**config.mk**
```make
export PLATFORM = sky130hd
export DESIGN_NAME = fir_out_stage
export DESIGN_NICKNAME = d
export VERILOG_FILES = /design/src/rtl/fir_out_stage.sv
export SDC_FILE = /design/constraint.sdc
export NUM_CORES = 1
export LEC_CHECK = 0
export CAP_MARGIN = 20
export CELL_PAD_IN_SITES_DETAIL_PLACEMENT = 1
export CELL_PAD_IN_SITES_GLOBAL_PLACEMENT = 1
export CORE_MARGIN = 2
export CORE_UTILIZATION = 35
export DETAILED_ROUTE_END_ITERATION = 16
export PLACE_DENSITY = 0.66
export SETUP_SLACK_MARGIN = 0.02
export SYNTH_ARGS = -nofsm -noshare
export SYNTH_HDL_FRONTEND = slang
export SYNTH_SLANG_ARGS = --single-unit
```
**constraint.sdc**
```tcl
create_clock -name clk -period 2.4 [get_ports clk]
set_input_delay 0.24 -clock clk [delete_from_list [all_inputs] [get_ports clk]]
set_output_delay 0.24 -clock clk [all_outputs]
set_load 0.02 [all_outputs]
```
**src/rtl/fir_out_stage.sv**
```systemverilog
// Output stage behind the 4-tap FIR sum register: warm-up discard, divide-by-4 average,
// small FIFO with valid/ready, overflow accounting. Build macro FIR_OUT_ROUND_EN selects round-half-up.
module fir_out_stage #(
    parameter int W      = 16,
    parameter int DEPTH  = 4,
    parameter int WARMUP = 4,
    parameter int CNTW   = 8
) (
    input  logic                     clk,
    input  logic                     reset,
    input  logic [W+1:0]             din,
    input  logic                     din_valid,
    output logic [W-1:0]             dout,
    output logic                     dout_valid,
    input  logic                     dout_ready,
    output logic [$clog2(DEPTH):0]   fifo_count,
    output logic [CNTW-1:0]          drop_cnt,
    output logic                     overflow
);

    localparam int AW  = $clog2(DEPTH);
    localparam int PW  = AW + 1;
    localparam int WCW = (WARMUP > 0) ? $clog2(WARMUP + 1) : 1;

    logic [WCW-1:0]  warm_q, warm_d;
    logic [PW-1:0]   wr_ptr_q, wr_ptr_d;
    logic [PW-1:0]   rd_ptr_q, rd_ptr_d;
    logic [CNTW-1:0] drop_cnt_q, drop_cnt_d;
    logic            overflow_q, overflow_d;

    logic [W-1:0]    mem [DEPTH];
    logic [W-1:0]    avg;
    logic            warm_done;
    logic            accepted;
    logic            full;
    logic            pop;
    logic            wr_en;
    logic            drop;
    logic [PW-1:0]   count;

`ifdef FIR_OUT_ROUND_EN
    logic [W+2:0] sum_ext;
    logic         unused_avg_bits;

    assign sum_ext         = {1'b0, din} + (W+3)'(2);
    assign avg             = sum_ext[W+1:2];
    assign unused_avg_bits = ^{sum_ext[W+2], sum_ext[1:0]};
`else
    logic unused_avg_bits;

    assign avg             = din[W+1:2];
    assign unused_avg_bits = ^din[1:0];
`endif

    assign warm_done  = (warm_q == WCW'(WARMUP));
    assign accepted   = din_valid && warm_done;
    assign count      = wr_ptr_q - rd_ptr_q;
    assign full       = (count == PW'(DEPTH));
    assign pop        = dout_valid && dout_ready;
    // A full FIFO still takes a push when the head leaves on the same edge.
    assign wr_en      = accepted && (!full || pop);
    assign drop       = accepted && full && !pop;

    assign dout_valid = (count != '0);
    assign fifo_count = count;
    assign drop_cnt   = drop_cnt_q;
    assign overflow   = overflow_q;
    assign dout       = dout_valid ? mem[rd_ptr_q[AW-1:0]] : '0;

    always_comb begin
        // NOTE: every _d gets a default first, so no path through this block can infer a latch.
        warm_d     = warm_q;
        wr_ptr_d   = wr_ptr_q;
        rd_ptr_d   = rd_ptr_q;
        drop_cnt_d = drop_cnt_q;
        overflow_d = overflow_q;

        if (din_valid && !warm_done) begin
            warm_d = warm_q + WCW'(1);
        end
        if (wr_en) begin
            wr_ptr_d = wr_ptr_q + PW'(1);
        end
        if (pop) begin
            rd_ptr_d = rd_ptr_q + PW'(1);
        end
        if (drop) begin
            overflow_d = 1'b1;
            if (drop_cnt_q != '1) begin
                drop_cnt_d = drop_cnt_q + CNTW'(1);
            end
        end
    end

    always_ff @(posedge clk or posedge reset) begin
        // NOTE: non-blocking assignments so every flop samples the pre-edge values of the others.
        if (reset) begin
            warm_q     <= '0;
            wr_ptr_q   <= '0;
            rd_ptr_q   <= '0;
            drop_cnt_q <= '0;
            overflow_q <= 1'b0;
        end else begin
            warm_q     <= warm_d;
            wr_ptr_q   <= wr_ptr_d;
            rd_ptr_q   <= rd_ptr_d;
            drop_cnt_q <= drop_cnt_d;
            overflow_q <= overflow_d;
        end
    end

    // NOTE: the storage array is deliberately not reset; dout is masked to zero while empty instead.
    always_ff @(posedge clk) begin
        if (wr_en) begin
            mem[wr_ptr_q[AW-1:0]] <= avg;
        end
    end

endmodule

```
# After elaboration in Yosys (flattened, before gate mapping)
# Memory sizes are Yosys's and may differ from the RTL's.
# Index checks and enable logic that the tools add are counted.
dict set report word_totals {
  regBits 18
  ram_bits 64
  inputBits 22
  output_inout_bits 29
  word_cells 29
  memories 1
}
# name words width rd rd_clocked_by_memory_dff wr line
set memory_table {}
lappend memory_table {mem 4 16 1 0 1 31} ;# logic [W-1:0] mem [DEPTH];
dict set report classes {
  add_sub_neg 5
  eq_ne 3
  mux 3
  n_reduce_logical 12
}
# operator count
set op_table {}
lappend op_table {{$mux 16} 1}
lappend op_table {{$add 3x1->3 const B} 3}
lappend op_table {{$add 8x1->8 const B} 1}
lappend op_table {{$ne 8x8->1 const B} 1}
lappend op_table {{$eq 3x3->1 const B} 2}
lappend op_table {{$logic_and 1x1->1} 6}
lappend op_table {{$logic_not 1->1} 3}
lappend op_table {{$reduce_bool 3->1} 1}
lappend op_table {{$sub 3x3->3} 1}
lappend op_table {{$mux 1} 2}
lappend op_table {{$reduce_and 2->1} 1}
lappend op_table {{$logic_or 1x1->1} 1}

# Logic depth before layout (Yosys ltp)
# Gate-level depths: netlist of the first run.
dict set report logic_depth {
  word_depth 7
  mapped_depth 8
  depth_no_buf 7
}

# Worst setup path after synthesis of the first run
# OpenSTA, ideal clock, no wires.
dict set report synth_timing {
  path_type {reg2reg}
  start {register wr_ptr_q[0]}
  end {memory mem[3][0], enable pin}
  setup_ps 375
  t_arrival_ps 2190
  t_required_ps 2025
  setup_slack_ps -165
  path_stages_with_launch 7
  path_buffers 0
  path_cell_list {dfrtp_1 > inv_1 > ha_1 > fa_1 > xor3_2 > a21boi_1 > and2_1}
}
dict set report synth_between {
  elab_chain_cells 7
  word_cells_on_any_way 9
}
# item line
set synth_lines {}
lappend synth_lines {{from (decl)} 26} ;# logic [PW-1:0] wr_ptr_q, wr_ptr_d;
lappend synth_lines {{from (signal assigned)} 105} ;# wr_ptr_q <= wr_ptr_d;
lappend synth_lines {{$sub 3x3->3 (*)} 57} ;# assign count = wr_ptr_q - rd_ptr_q;
lappend synth_lines {{via fifo_count[2]} 16} ;# output logic [$clog2(DEPTH):0] fifo_count,
lappend synth_lines {{$eq 3x3->1 / $reduce_bool 3->1 (equally long branches)} {58, 64}}
lappend synth_lines {{$logic_not 1->1 / $logic_and 1x1->1 (equally long branches)} {61, 59}}
lappend synth_lines {{$logic_or 1x1->1 (*)} 61} ;# assign wr_en = accepted && (!full || pop);
lappend synth_lines {{$logic_and 1x1->1 (*)} 61}
lappend synth_lines {{$mux 1 (*)} 114} ;# if (wr_en) begin
lappend synth_lines {{$mux 1 (implied by the code) (*)} 115} ;# mem[wr_ptr_q[AW-1:0]] <= avg;
lappend synth_lines {{to (decl)} 31}
# The timed path passes the listed nets; every way through them passes the cells marked *.

# Worst setup path after layout of the first run
dict set report layout_timing {
  start {register rd_ptr_q[0]}
  end {output port dout[3]}
}
dict set report layout_between {
  elab_chain_cells 3
  word_cells_on_any_way 4
}
# item line
set layout_lines {}
lappend layout_lines {{from (decl)} 27} ;# logic [PW-1:0] rd_ptr_q, rd_ptr_d;
lappend layout_lines {{from (signal assigned)} 106} ;# rd_ptr_q <= rd_ptr_d;
lappend layout_lines {{$sub 3x3->3} 57}
lappend layout_lines {{$reduce_bool 3->1} 64} ;# assign dout_valid = (count != '0);
lappend layout_lines {{$mux 16 (*)} 68} ;# assign dout = dout_valid ? mem[rd_ptr_q[AW-1:0]] : '0;
lappend layout_lines {{to (decl)} 13} ;# output logic [W-1:0] dout,
# Mark *: on every way between the ends. The rest lies on a longest branch, timed or not.

==> results of run 1 <==
[repair_timing]
action,in CTS,in global routing
setup buffers,2,5
endpoints found under the setup margin,19,84
cloned,0,4
resized for setup,83,31
pin swaps,1,2
[placed cells by master (no fill, tap or decap), drive strengths merged, types with 5 or more instances in the layout]
cell type,instances
and2,20
buf,39
clkbuf,12
clkdlybuf4s50,29
dfrtp,18
edfxtp,64
ha,9
inv,10
mux4,16
nand2,7
xnor2,5
[registers in the layout, summed over array words and instances (netlist names)]
signal and cells:
mem 64, drop_cnt 8, rd_ptr_q 3, warm_q 3, wr_ptr_q 3, overflow 1
[final cells by class]
type | instances | area (sq um) | share of cell area
clock buffers | 9 | 124 | 0.0271
inverters | 7 | 26.3 | 0.00574
well taps | 133 | 166 | 0.0364
flip-flops and latches | 82 | 2370 | 0.518
multi-input cells | 96 | 1050 | 0.229
clock inverters | 7 | 52.6 | 0.0115
repair buffers | 72 | 786 | 0.172
[through the flow]
step	area (sq um)	setup TNS, ps	util
final	4580	-3800	0.472
after global routing	4580	-5090	0.472
after CTS	4390	-4130	0.453
after detailed placement	4250	-4300	0.438
after global placement	4250	-3640	0.438
after floorplan	3460	0	-
[power by group through the flow]
stage	Combinational, mW	Sequential, mW	Clock (mW)
2_1_floorplan	1.81	1.86	0
3_3_place_gp	3.02	1.84	0
3_5_place_dp	3.07	1.85	0
4_1_cts	2.96	1.82	0.936
5_1_grt	3.73	1.85	0.987
6_report	3.45	1.83	0.901
[logic make-up (layout without fill, tap and decap cells)]
logic type	count (synthesis)	count (layout)	share of synthesized area
DFF	82	82	0.687
and+or+nand+nor	45	45	0.0852
muxes	20	20	0.120
buffers and inverters	13	95	0.0192
AOI/OAI and AO/OA	11	11	0.0199
adders and majority gates	10	10	0.0384
xor gates and xnor gates	10	10	0.0301
[path summary, 6_finish.rpt]
| check | slack [ps] | startpoint | to | cells after the start |
|---|---|---|---|---|
| setup / recovery | -270 | rd_ptr_q[0]$_DFFE_PP0P_ | dout[3] | 7 |
| hold / removal | 290 | reset | warm_q[0]$_DFFE_PP0P_ | 2 |
| setup reg to reg | 50 | rd_ptr_q[0]$_DFFE_PP0P_ | rd_ptr_q[1]$_DFFE_PP0P_ | 8 |
| hold reg to reg | 480 | overflow$_DFFE_PP0P_ | overflow$_DFFE_PP0P_ | 1 |
| max in group asynchronous | 1650 | reset | rd_ptr_q[2]$_DFFE_PP0P_ | 2 |
| min in group clk | 480 | overflow$_DFFE_PP0P_ | overflow$_DFFE_PP0P_ | 1 |
[Yosys cell counts, types with 2 or more instances]
cell type / n
sky130_fd_sc_hd__and2_1: 5
sky130_fd_sc_hd__inv_1: 7
sky130_fd_sc_hd__o21ai_0: 4
sky130_fd_sc_hd__mux4_2: 16
sky130_fd_sc_hd__and2_4: 8
sky130_fd_sc_hd__buf_2: 2
sky130_fd_sc_hd__a21oi_1: 2
sky130_fd_sc_hd__buf_6: 2
sky130_fd_sc_hd__and3_1: 2
sky130_fd_sc_hd__and2_2: 7
sky130_fd_sc_hd__mux2_4: 2
sky130_fd_sc_hd__mux2_2: 2
sky130_fd_sc_hd__nand2_1: 6
sky130_fd_sc_hd__edfxtp_1: 64
sky130_fd_sc_hd__dfrtp_1: 18
sky130_fd_sc_hd__nor2_1: 3
sky130_fd_sc_hd__nor3_1: 2
sky130_fd_sc_hd__xor2_1: 4
sky130_fd_sc_hd__xnor2_1: 5
sky130_fd_sc_hd__nand3_1: 4
sky130_fd_sc_hd__nand4_1: 2
sky130_fd_sc_hd__ha_1: 9
[layer usage]
metal  part of all wire  vias to the layer above  track usage
li1                   -                      874            -
met1               0.46                      973        0.177
met2               0.48                       53        0.211
met3              0.054                       13       0.0323
met4              0.013                        0       0.0638
met5                  0                        -            0
==> results by stage, run 1 <==
Outcome:
- The run finished, with violations left.
- The checks that failed: setup timing.

Synth:
- The instance count of the mapped netlist is 191.
- The most used flip-flop cell after synthesis is sky130_fd_sc_hd__edfxtp_1.
- The async set-or-reset flop fraction in the synthesized netlist is 0.220.
- After synthesis the netlist holds a flip-flop and latch count of 82.
- The synthesized design spends more area on one cell type than any other, namely sky130_fd_sc_hd__edfxtp_1.
- The synthesized cell area is 3450 sq um.
- Ranked by total cell area, the synthesized netlist is headed by sky130_fd_sc_hd__edfxtp_1 (56%), sky130_fd_sc_hd__dfrtp_1 (13%), sky130_fd_sc_hd__mux4_2 (10%).
- Of the post-synthesis cell area, the dominant cell type holds 0.557.
- The sequential share of the synthesized area is 0.687.
- The yosys synthesis warning count is 0.
- The number of synthesized flops with an enable pin is 64.
- When the netlist entered floorplanning its net count stood at between 200 and 250.
- The number of unique standard cell types used by synthesis is 37.
- The synthesized area per cell is 18.1 sq um.

Timing:
- The tightest slew margin relative to the limit is 0.526.
- In the post-route analysis, the smallest setup slack over all paths is -267 ps.
- The number of endpoints with negative hold slack in the final report is 0.
- The total of endpoints with negative setup slack in the final report is 17.
- The worst-margin pin slew is 711 ps.
- Between clock sinks in the finished design, the worst skew comes to 6.81 ps.
- The clock period minus final worst setup slack is between 2000 and 3000 ps.
- On the final layout, the worst hold slack is 291 ps.
- The highest clock frequency the design can meet is about 0.37 GHz.
- The portion of the clock cycle consumed by the worst path in the final layout is 1.11.
- Setup repair after global routing could not meet its margin everywhere.
- The number of max-slew violations in the final report is 0.

Clocking:
- The root buffer cell is sky130_fd_sc_hd__clkbuf_8.
- The clock-pin slew of the registers on the worst-case setup and hold paths is 80 ps.
- The clock net in this run drives a total of 82 sinks.
- The buffer levels on the longest clock path is 2.
- The CTS buffer count is 9.
- The number of hold buffers added after cts is 0.
- The later pin in the worst-skew pair is clocked with a latency of about 360 ps.
- In this run the number of H-tree levels came out at 3.
- TritonCTS built the clock tree.

Drt:
- For this block, the routed nets add up to 6900 um of wire.
- The first TritonRoute pass finished after 4 iterations.
- Detailed routing inserted a total of between 1,500 and 2,000 vias.
- The final antenna-violating net count is 0.
- In this run, the number of DRC markers left after iteration 0 of detailed routing was 37.
- The count of unresolved DRC violations after routing is 0.
- After detailed routing, the number of vias per cell comes to between 4 and 5.
- In the final routed layout, each cell accounts on average for 17.0 um.

Placed design:
- The congestion estimate from routability-driven global placement came to between 0.7 and 0.8.
- Detailed placement ended at an HPWL of roughly 4300 um.
- At the placement stage, the worst setup path has a slack of -293 ps.
- Port buffering added between 40 and 50 buffers.
- After detailed placement, the design holds a cell count of 382.

Worst setup path:
- The largest single stage delay on the critical path is 540 ps.
- The slowest stage cell on the critical path is sky130_fd_sc_hd__fa_2.
- The worst setup path is launched from a register.
- Of all nets on the critical path, the largest fanout is 9.
- The required time at the worst-slack endpoint is 2160 ps.
- The data arrival time of the critical path is 2430 ps.
- Counting both buffers and inverters, the worst setup path holds a total of 3.
- The capturing element type of the critical path is an output pin.
- Broken down by cell family, the worst path's largest delay share belongs to adder cells.
- The critical path is of the reg2out type.
- The critical path goes through ha_4 > fa_2 > inv_2 > or3_4 > buf_12 > and2_2 > buf_2.

Flow run:
- Across the run, the number of max-cap violations was 0.

Cells and area:
- After the flow finishes, the layout carries non-filler instances totaling 406.
- The final antenna diode count is 0.
- After the last flow step, the layout net total stands at 300.
- The total of fill cells in the finished design is approximately 920.
- Of the cells placed in the final design, the portion with a size suffix greater than 1 is 0.392.
- From synthesis to final layout, the design area changed by 32.6%.

Floorplanning:
- The die covers 10,700 sq um.
- The core region is about 9700 sq um.
- For this design the top-level I/O count stands at 51.
- The number of core rows is 36.
- The die boundary width is 103 um.
- The initial cell density of the core is 0.356.
- The floorplan step set the die height to just over 100 um.

Min path:
- The worst hold path belongs to the class in2async.

Power:
- Of the total power, registers draw 0.296.
- The analysis attributes to net switching a power of 2.18 mW.
- The leakage power total is 1.71 nW.
- For this design the ratio of total power to cell area is around 1300 nW/um^2.
- The sum of internal, switching and leakage power is 6.18 mW.
- Of the total power, combinational logic draws 0.559.
- The internal portion of the total power is approximately 4 mW.
- The maximum vdd ir drop is 0.000710 V.
- The share of total power in the clock network is 0.146.
- Of the total power, the share spent switching nets is 0.353.

GRT:
- The pin count of the biggest net entering global routing is 19.
- The first-pass GRT wire length is ~10,000 um.
- After global routing the overflow that remains totals 0.
- The initial antenna violation count was 0.
- The number of global-route vias before repair is 1,968.
- The total routing resource utilization after global routing is 0.134.
(Power assumes the default switching activity.)
==> run 2: changes to the inputs <==
CORE_MARGIN = unset   (was 2)
==> run 2 against run 1 <==
- the run still ends with setup timing left
- highest routed layer unchanged
- clock skew rose by 3.4 ps
- critical path type unchanged
- sequential share of layout area rose by 0.85 points
- clock-buffer cell count rose by 1
- worst setup slack improved by 82 ps
==> results by stage, run 2 (synthesis gave the netlist of run 1 again) <==
Outcome:
- Status: finished, violations left (unchanged).
- Failing checks: setup timing (unchanged).

Timing:
- The clock tree skew after final layout is 10.2 ps (was 6.81 ps).
- The final hold slack is 312 ps (was 291 ps).
- The total of endpoints with negative setup slack in the final report was 17 (unchanged).
- The total negative slack for setup checks was -2280 ps (was -3800 ps).
- The number of endpoints with negative hold slack in the final report is 0 (unchanged).
- The highest clock frequency the design can meet came to 0.387 GHz (was 0.375 GHz).
- The clock period minus final worst setup slack is 2590 ps (was 2670 ps).
- The tightest slew margin relative to the limit came to 0.510 (was 0.526).
- The worst-margin pin slew came to 735 ps (was 711 ps).
- The setup slack after layout is -185 ps (was -267 ps).
- The portion of the clock cycle consumed by the worst path in the final layout came to 1.08 (was 1.11).
- The number of max-slew violations in the final report is 0 (unchanged).
- Setup repair after global routing missed its margin: true (unchanged).

Power:
- The total power density per cell area is 1350 nW/um^2 (about the same).
- The leakage power total came to 1.70 nW (was 1.71 nW).
- The maximum vdd ir drop is 0.000755 V (was 0.000710 V).

GRT:
- The met1 capacity usage during global routing was 0.169 (was 0.177).
- The first-pass GRT wire length is 10,500 um (was 10,300 um).
- The global routing met3 resource utilization came to 0.0497 (was 0.0323).
- The global routing met2 resource utilization is 0.243 (was 0.211).
- The total routing resource utilization after global routing is 0.144 (was 0.134).
- The pin count of the biggest net entering global routing is 19 (unchanged).
- The most crowded layer after global routing was met2 (unchanged).
- The number of global-route vias before repair came to 1,972 (was 1,968).
- The total congestion overflow is 0 (unchanged).
- The initial antenna violation count came to 0 (unchanged).

Worst setup path:
- The critical path startpoint category is a register (unchanged).
- The required time at the worst-slack endpoint is 2160 ps (about the same).
- The minimum setup slack among reg-to-reg paths came to 110 ps (was 50 ps).
- The number of cells traversed by the worst register-to-register path is 9 (was 8).
- The capture point of the worst reg-to-reg path is rd_ptr_q[1]$_DFFE_PP0P_ (unchanged).
- The type of the worst setup path is reg2out (unchanged).
- The reg-to-reg critical path startpoint is wr_ptr_q[0]$_DFFE_PP0P_ (was rd_ptr_q[0]$_DFFE_PP0P_).
- The capturing element type of the critical path is an output pin (unchanged).
- The data arrival time of the critical path is 2350 ps (was 2430 ps).
- The maximum fanout count along the critical path was 11 (was 9).

Cells and area:
- The fraction of final layout cells sized beyond drive strength 1 is 0.382 (was 0.392).
- The most common library cell in the layout ignoring fill and taps is sky130_fd_sc_hd__edfxtp_1 (unchanged).
- Commonest cells after routing, fill and taps aside: sky130_fd_sc_hd__edfxtp_1 (64), sky130_fd_sc_hd__clkdlybuf4s50_1 (29), sky130_fd_sc_hd__dfrtp_1 (18) (unchanged).
- The number of flip-flops in the largest register was 64 (unchanged).
- The net total in the final layout came to 299 (was 300).
- The final antenna diode count was 0 (unchanged).
- The count of placed standard cells in the final layout, fillers left out came to 401 (was 406).
- The layout-stage area growth over the synthesis result is 30.5% (was 32.6%).

Drt:
- The final antenna-violating net count is 0 (unchanged).
- The count of unresolved DRC violations after routing is 0 (unchanged).
- The sum of routed wire length over all layers is 6520 um (was 6900 um).
- The routed length per instance is 16.3 um (was 17.0 um).
- The total number of vias is 1,854 (was 1,913).
- The length of the first detailed-routing pass in iterations is 4 (unchanged).
- The initial detailed-routing violation count was 33 (was 37).
- The vias per cell was 4.62 (was 4.71).

Floorplanning:
- The vertical extent of the die was 101 um (was 103 um).
- The standard cell core area was 9420 sq um (was 9680 sq um).
- The die area is 10,300 sq um (was 10,700 sq um).
- The number of core rows came to 35 (was 36).
- The number of top-level pins is 51 (unchanged).
- The die boundary width is 101 um (was 103 um).
- The initial cell density of the core is 0.367 (was 0.356).

Clocking:
- The number of H-tree branching levels was 3 (unchanged).
- The clock-pin slew of the registers on the worst-case setup and hold paths is 80 ps (about the same).
- The root buffer cell is sky130_fd_sc_hd__clkbuf_8 (unchanged).
- The CTS buffer count was 9 (unchanged).
- The buffer levels on the longest clock path is 2 (unchanged).
- The number of sinks driven by the clock tree is 82 (unchanged).
- The CTS tree is built (unchanged).
- The worst-skew pair later-pin latency is 350 ps (was 360 ps).

Placed design:
- The count of placed standard cells including taps is 379 (was 382).
- The number of input and output port buffers inserted is 48 (unchanged).
- The half-perimeter wire length of the detailed placement result is 4170 um (was 4270 um).
- The routability congestion estimate from global placement was 0.705 (was 0.747).

Min path:
- The classification of the worst-slack hold path is in2async (unchanged).

Flow run:
- The max capacitance violation total is 0 (unchanged).
## run 2: changes by cell type in the layout (fill, tap and decap cells not counted), moves of 2 or more
cell / previous run / this run
sky130_fd_sc_hd__buf_2: 4 / 11
sky130_fd_sc_hd__clkbuf_16: 3 / 0
sky130_fd_sc_hd__bufinv_16: 0 / 3
sky130_fd_sc_hd__clkinv_1: 2 / 0
sky130_fd_sc_hd__buf_4: 13 / 17
sky130_fd_sc_hd__buf_6: 17 / 8
sky130_fd_sc_hd__and2_2: 7 / 5
## run 2: layout make-up
| type | count | area (sq um) |
|---|---|---|
| clock buffers | 10 | 128 |
| clock inverters | 6 | 113 |
| fillers | 919 | 4910 |
| inverters | 7 | 26.3 |
| multi-input cells | 96 | 1040 |
| flip-flops and latches | 82 | 2370 |
| well taps | 129 | 161 |
| repair buffers | 71 | 657 |
## run 2: critical path: stages, from the launching register on
cell	delay [ps]
sky130_fd_sc_hd__dfrtp_1	360
sky130_fd_sc_hd__inv_2	60
sky130_fd_sc_hd__ha_4	150
sky130_fd_sc_hd__fa_2	540
sky130_fd_sc_hd__inv_2	40
sky130_fd_sc_hd__or3_4	370
sky130_fd_sc_hd__buf_6	160
sky130_fd_sc_hd__and2_2	160
sky130_fd_sc_hd__buf_2	150
## run 2: per-layer routing
layer	up-vias	routed length (um)	share of wire
met5	-	0	0
met4	0	88	0.013
met3	4	243	0.037
met2	33	3360	0.52
met1	945	2830	0.43
li1	872	-	-
## run 2: per-stage QoR
stage               power [mW]  setup slack, ps   util  cell area [sq um]
finish                    6.09             -185  0.478               4500
global route              6.46             -265  0.478               4500
CTS                       6.14             -207  0.477               4490
detailed placement        4.88             -267  0.450               4240
global placement          4.84             -250  0.450               4240
floorplan                 3.67             9.97      -               3460
## run 2: worst max path at each step
stage | from | end | slack [ps] | cells past startpoint
floorplan | wr_ptr_q[0]$_DFFE_PP0P_ | dout[14] | 10 | 8
finish | wr_ptr_q[0]$_DFFE_PP0P_ | dout[2] | -190 | 8
global route | wr_ptr_q[0]$_DFFE_PP0P_ | dout[2] | -270 | 8
CTS | wr_ptr_q[0]$_DFFE_PP0P_ | dout[2] | -210 | 8
global placement | wr_ptr_q[0]$_DFFE_PP0P_ | dout[2] | -250 | 8
detailed placement | wr_ptr_q[0]$_DFFE_PP0P_ | dout[2] | -270 | 8
## run 2: repair_timing
action | in CTS | in global routing
gates resized for setup | 96 | 2
hold buffers | 0 | 0
setup endpoints to repair | 51 | 28
setup buffers | 4 | 2
## run 2: where the power goes
part | total (mW) | leakage (nW) | switching, mW | internal, mW
Clock | 1.19 | 0.121 | 0.491 | 0.695
Sequential | 1.82 | 0.807 | 0.0931 | 1.73
Combinational | 3.08 | 0.776 | 1.46 | 1.63
==> run 3: changes to the inputs <==
PLACE_DENSITY = 0.63   (was 0.66)
clock period = 2.7 ns   (was 2.4 ns; I/O delays follow)
==> run 3 against run 2 <==
- the flow now finishes without violations
- clock power shrank 35%
- via count rose by 1.5%
- worst setup slack better by 220 ps
- core utilization decreased by 0.28 points
- clock-buffer cell count up 1
- non-clock buffer count decreased by 2
- hold slack improved by 32 ps
- routed wire length up 3.1%
- sequential cell count did not move
- combinational power about the same
- critical endpoint unchanged
- largest cell class unchanged
- largest power group unchanged
- highest routed layer unchanged
==> results by stage, run 3 (synthesis gave the netlist of run 1 again) <==
Cells and area:
- The final antenna diode count is 0 (unchanged).
- Commonest cells after routing, fill and taps aside: sky130_fd_sc_hd__edfxtp_1 (64), sky130_fd_sc_hd__clkdlybuf4s50_1 (31), sky130_fd_sc_hd__dfrtp_1 (18) (was sky130_fd_sc_hd__edfxtp_1 (64), sky130_fd_sc_hd__clkdlybuf4s50_1 (29), sky130_fd_sc_hd__dfrtp_1 (18)).
- The fraction of final layout cells sized beyond drive strength 1 is 0.359 (was 0.382).
- The area of the multi-input gates is 1040 sq um (about the same).
- The most common library cell in the layout ignoring fill and taps is sky130_fd_sc_hd__edfxtp_1 (unchanged).
- The number of flip-flops in the largest register is 64 (unchanged).
- The layout-stage area growth over the synthesis result is 29.7% (was 30.5%).
- The net total in the final layout is 297 (was 299).
- The post-route cell area is 4480 sq um (was 4500 sq um).
- The total of fill cells in the finished design is 921 (was 919).
- The area taken by flip-flops and latches is 2370 sq um (unchanged).
- The count of placed standard cells in the final layout, fillers left out is 399 (was 401).
- The final core area utilization is 0.475 (was 0.478).

Clocking:
- The root buffer cell is sky130_fd_sc_hd__clkbuf_8 (unchanged).
- The CTS buffer count is 9 (unchanged).
- The CTS tree is built (unchanged).
- The buffer levels on the longest clock path was 2 (unchanged).
- The worst-skew pair later-pin latency is 340 ps (was 350 ps).
- The number of sinks driven by the clock tree is 82 (unchanged).
- The number of hold buffers added after cts is 0 (unchanged).
- The number of H-tree branching levels is 3 (unchanged).
- The clock-pin slew of the registers on the worst-case setup and hold paths came to 90 ps (was 80 ps).

Drt:
- The routed length per instance is 16.8 um (was 16.3 um).
- The vias per cell is 4.71 (was 4.62).
- The count of unresolved DRC violations after routing is 0 (unchanged).
- The initial detailed-routing violation count is 52 (was 33).
- The sum of routed wire length over all layers was 6720 um (was 6520 um).
- The total number of vias was 1,881 (was 1,854).
- The final antenna-violating net count was 0 (unchanged).
- The length of the first detailed-routing pass in iterations is 4 (unchanged).

Worst setup path:
- The critical path startpoint category is a register (unchanged).
- CP Cell Sequence: ha_4 > fa_2 > inv_2 > or3_4 > buf_12 > and2_2 > buf_2 (was inv_2 > ha_4 > fa_2 > inv_2 > or3_4 > buf_6 > and2_2 > buf_2).
- The required time at the worst-slack endpoint came to 2430 ps (was 2160 ps).
- The critical path's largest stage delay is 540 ps (about the same).
- The total buffers and inverters traversed by the critical path is 3 (was 4).
- The slowest stage cell on the critical path was sky130_fd_sc_hd__fa_2 (unchanged).
- The type of the worst setup path is reg2out (unchanged).
- The data arrival time of the critical path is 2400 ps (was 2350 ps).
- The maximum fanout count along the critical path is 5 (was 11).
- The cell family with the largest share of critical-path delay is adder cells (unchanged).
- The capturing element type of the critical path is an output pin (unchanged).

Timing:
- The total negative slack for setup checks came to 0 ps (was -2280 ps).
- The clock tree skew after final layout was 10.8 ps (was 10.2 ps).
- The setup slack after layout came to 31.3 ps (was -185 ps).
- The total of endpoints with negative setup slack in the final report is 0 (was 17).
- The worst-margin pin slew is 726 ps (was 735 ps).
- Setup repair after global routing missed its margin: true (unchanged).
- The number of endpoints with negative hold slack in the final report is 0 (unchanged).
- The number of max-slew violations in the final report was 0 (unchanged).
- The clock period minus final worst setup slack is 2670 ps.
- The portion of the clock cycle consumed by the worst path in the final layout is 0.988.
- Derived from the worst setup path, the maximum achievable clock frequency is 0.375 GHz.
- The tightest slew margin relative to the limit is 0.516 (was 0.510).
- The final hold slack is 344 ps (was 312 ps).

GRT:
- The total routing resource utilization after global routing came to 0.139 (was 0.144).
- The number of global-route vias before repair is 1,999 (was 1,972).
- The initial antenna violation count came to 0 (unchanged).
- The total congestion overflow came to 0 (unchanged).
- The pin count of the biggest net entering global routing came to 19 (unchanged).
- The first-pass GRT wire length is 10,300 um (was 10,500 um).

Floorplanning:
- The die area is 10,300 sq um (unchanged).
- The number of top-level pins is 51 (unchanged).
- The vertical extent of the die is 101 um (unchanged).
- The standard cell core area came to 9420 sq um (unchanged).
- The initial cell density of the core is 0.367 (unchanged).
- The die boundary width came to 101 um (unchanged).
- The number of core rows is 35 (unchanged).

Power:
- The sum of internal, switching and leakage power is 5.46 mW (was 6.09 mW).
- The logic gate share of total power came to 0.560 (was 0.506).
- The switching power total was 1.89 mW (was 2.04 mW).
- The part of the total power dissipated in sequential elements is 0.297 (was 0.299).
- The maximum vdd ir drop was 0.000556 V (was 0.000755 V).
- The leakage power total is 1.68 nW (was 1.70 nW).
- The total power density per cell area was 1220 nW/um^2 (was 1350 nW/um^2).
- The switching share of total power is 0.347 (was 0.335).
- The internal power consumption is 3.57 mW (was 4.06 mW).
- The share of total power in the clock network is 0.143 (was 0.195).

Placed design:
- The total placed instance area came to 4200 sq um (was 4240 sq um).
- The half-perimeter wire length of the detailed placement result is 4270 um (was 4170 um).
- The setup slack at placement is -41.2 ps (was -267 ps).
- The routability congestion estimate from global placement is 0.694 (was 0.705).
- The number of input and output port buffers inserted is 48 (unchanged).
- The count of placed standard cells including taps came to 377 (was 379).

Flow run:
- The max capacitance violation total is 0 (unchanged).

Min path:
- The classification of the worst-slack hold path is in2async (unchanged).

Outcome:
- Status: finished, final reports clean (was finished, violations left).
[run 3: timing repair]
item,in CTS,in global routing
setup endpoints to repair,17,17
endpoints found under the hold margin,0,0
gates cloned,0,2
gates resized for setup,71,32
setup buffers,2,2
pin swaps,0,1
[run 3: final cells by class]
class,count,area share
clock inverter,5,0.00867
clock buffer,11,0.0294
sequential,82,0.530
multi-input combinational,96,0.232
tap,129,0.0361
timing repair buffer,69,0.158
inverter,7,0.00587
[run 3: final timing paths]
kind	cells after the start	from	slack, ps	to
min reg2reg	1	overflow$_DFFE_PP0P_	470	overflow$_DFFE_PP0P_
min in group clk	1	overflow$_DFFE_PP0P_	470	overflow$_DFFE_PP0P_
max in group asynchronous	2	reset	1900	drop_cnt[1]$_DFFE_PP0P_
min	2	reset	340	drop_cnt[2]$_DFFE_PP0P_
max reg2reg	9	rd_ptr_q[0]$_DFFE_PP0P_	190	rd_ptr_q[1]$_DFFE_PP0P_
max	7	rd_ptr_q[0]$_DFFE_PP0P_	30	dout[2]
[run 3: power groups by stage]
stage | logic [mW] | clock network [mW] | registers, mW
4_1_cts | 2.57 | 0.803 | 1.62
5_1_grt | 3.28 | 0.851 | 1.64
2_1_floorplan | 1.60 | 0 | 1.66
3_3_place_gp | 2.67 | 0 | 1.64
6_report | 3.06 | 0.779 | 1.62
3_5_place_dp | 2.71 | 0 | 1.65
[run 3: worst reg2reg max path, cell delays in order (launching register included)]
cell and delay [ps]:
sky130_fd_sc_hd__dfrtp_1 420, sky130_fd_sc_hd__ha_4 170, sky130_fd_sc_hd__fa_2 540, sky130_fd_sc_hd__inv_2 40, sky130_fd_sc_hd__or3_4 420, sky130_fd_sc_hd__clkbuf_16 190
sky130_fd_sc_hd__buf_4 130, sky130_fd_sc_hd__buf_4 140, sky130_fd_sc_hd__nand2_4 70, sky130_fd_sc_hd__mux2_4 290
[run 3: layer usage]
layer / vias to the layer above / GRT usage / wire length, um
met2: 39 / 0.230 / 3410
met5: - / 0 / 0
met3: 8 / 0.0276 / 217
met4: 0 / 0.0635 / 91
li1: 874 / - / -
met1: 960 / 0.178 / 3010
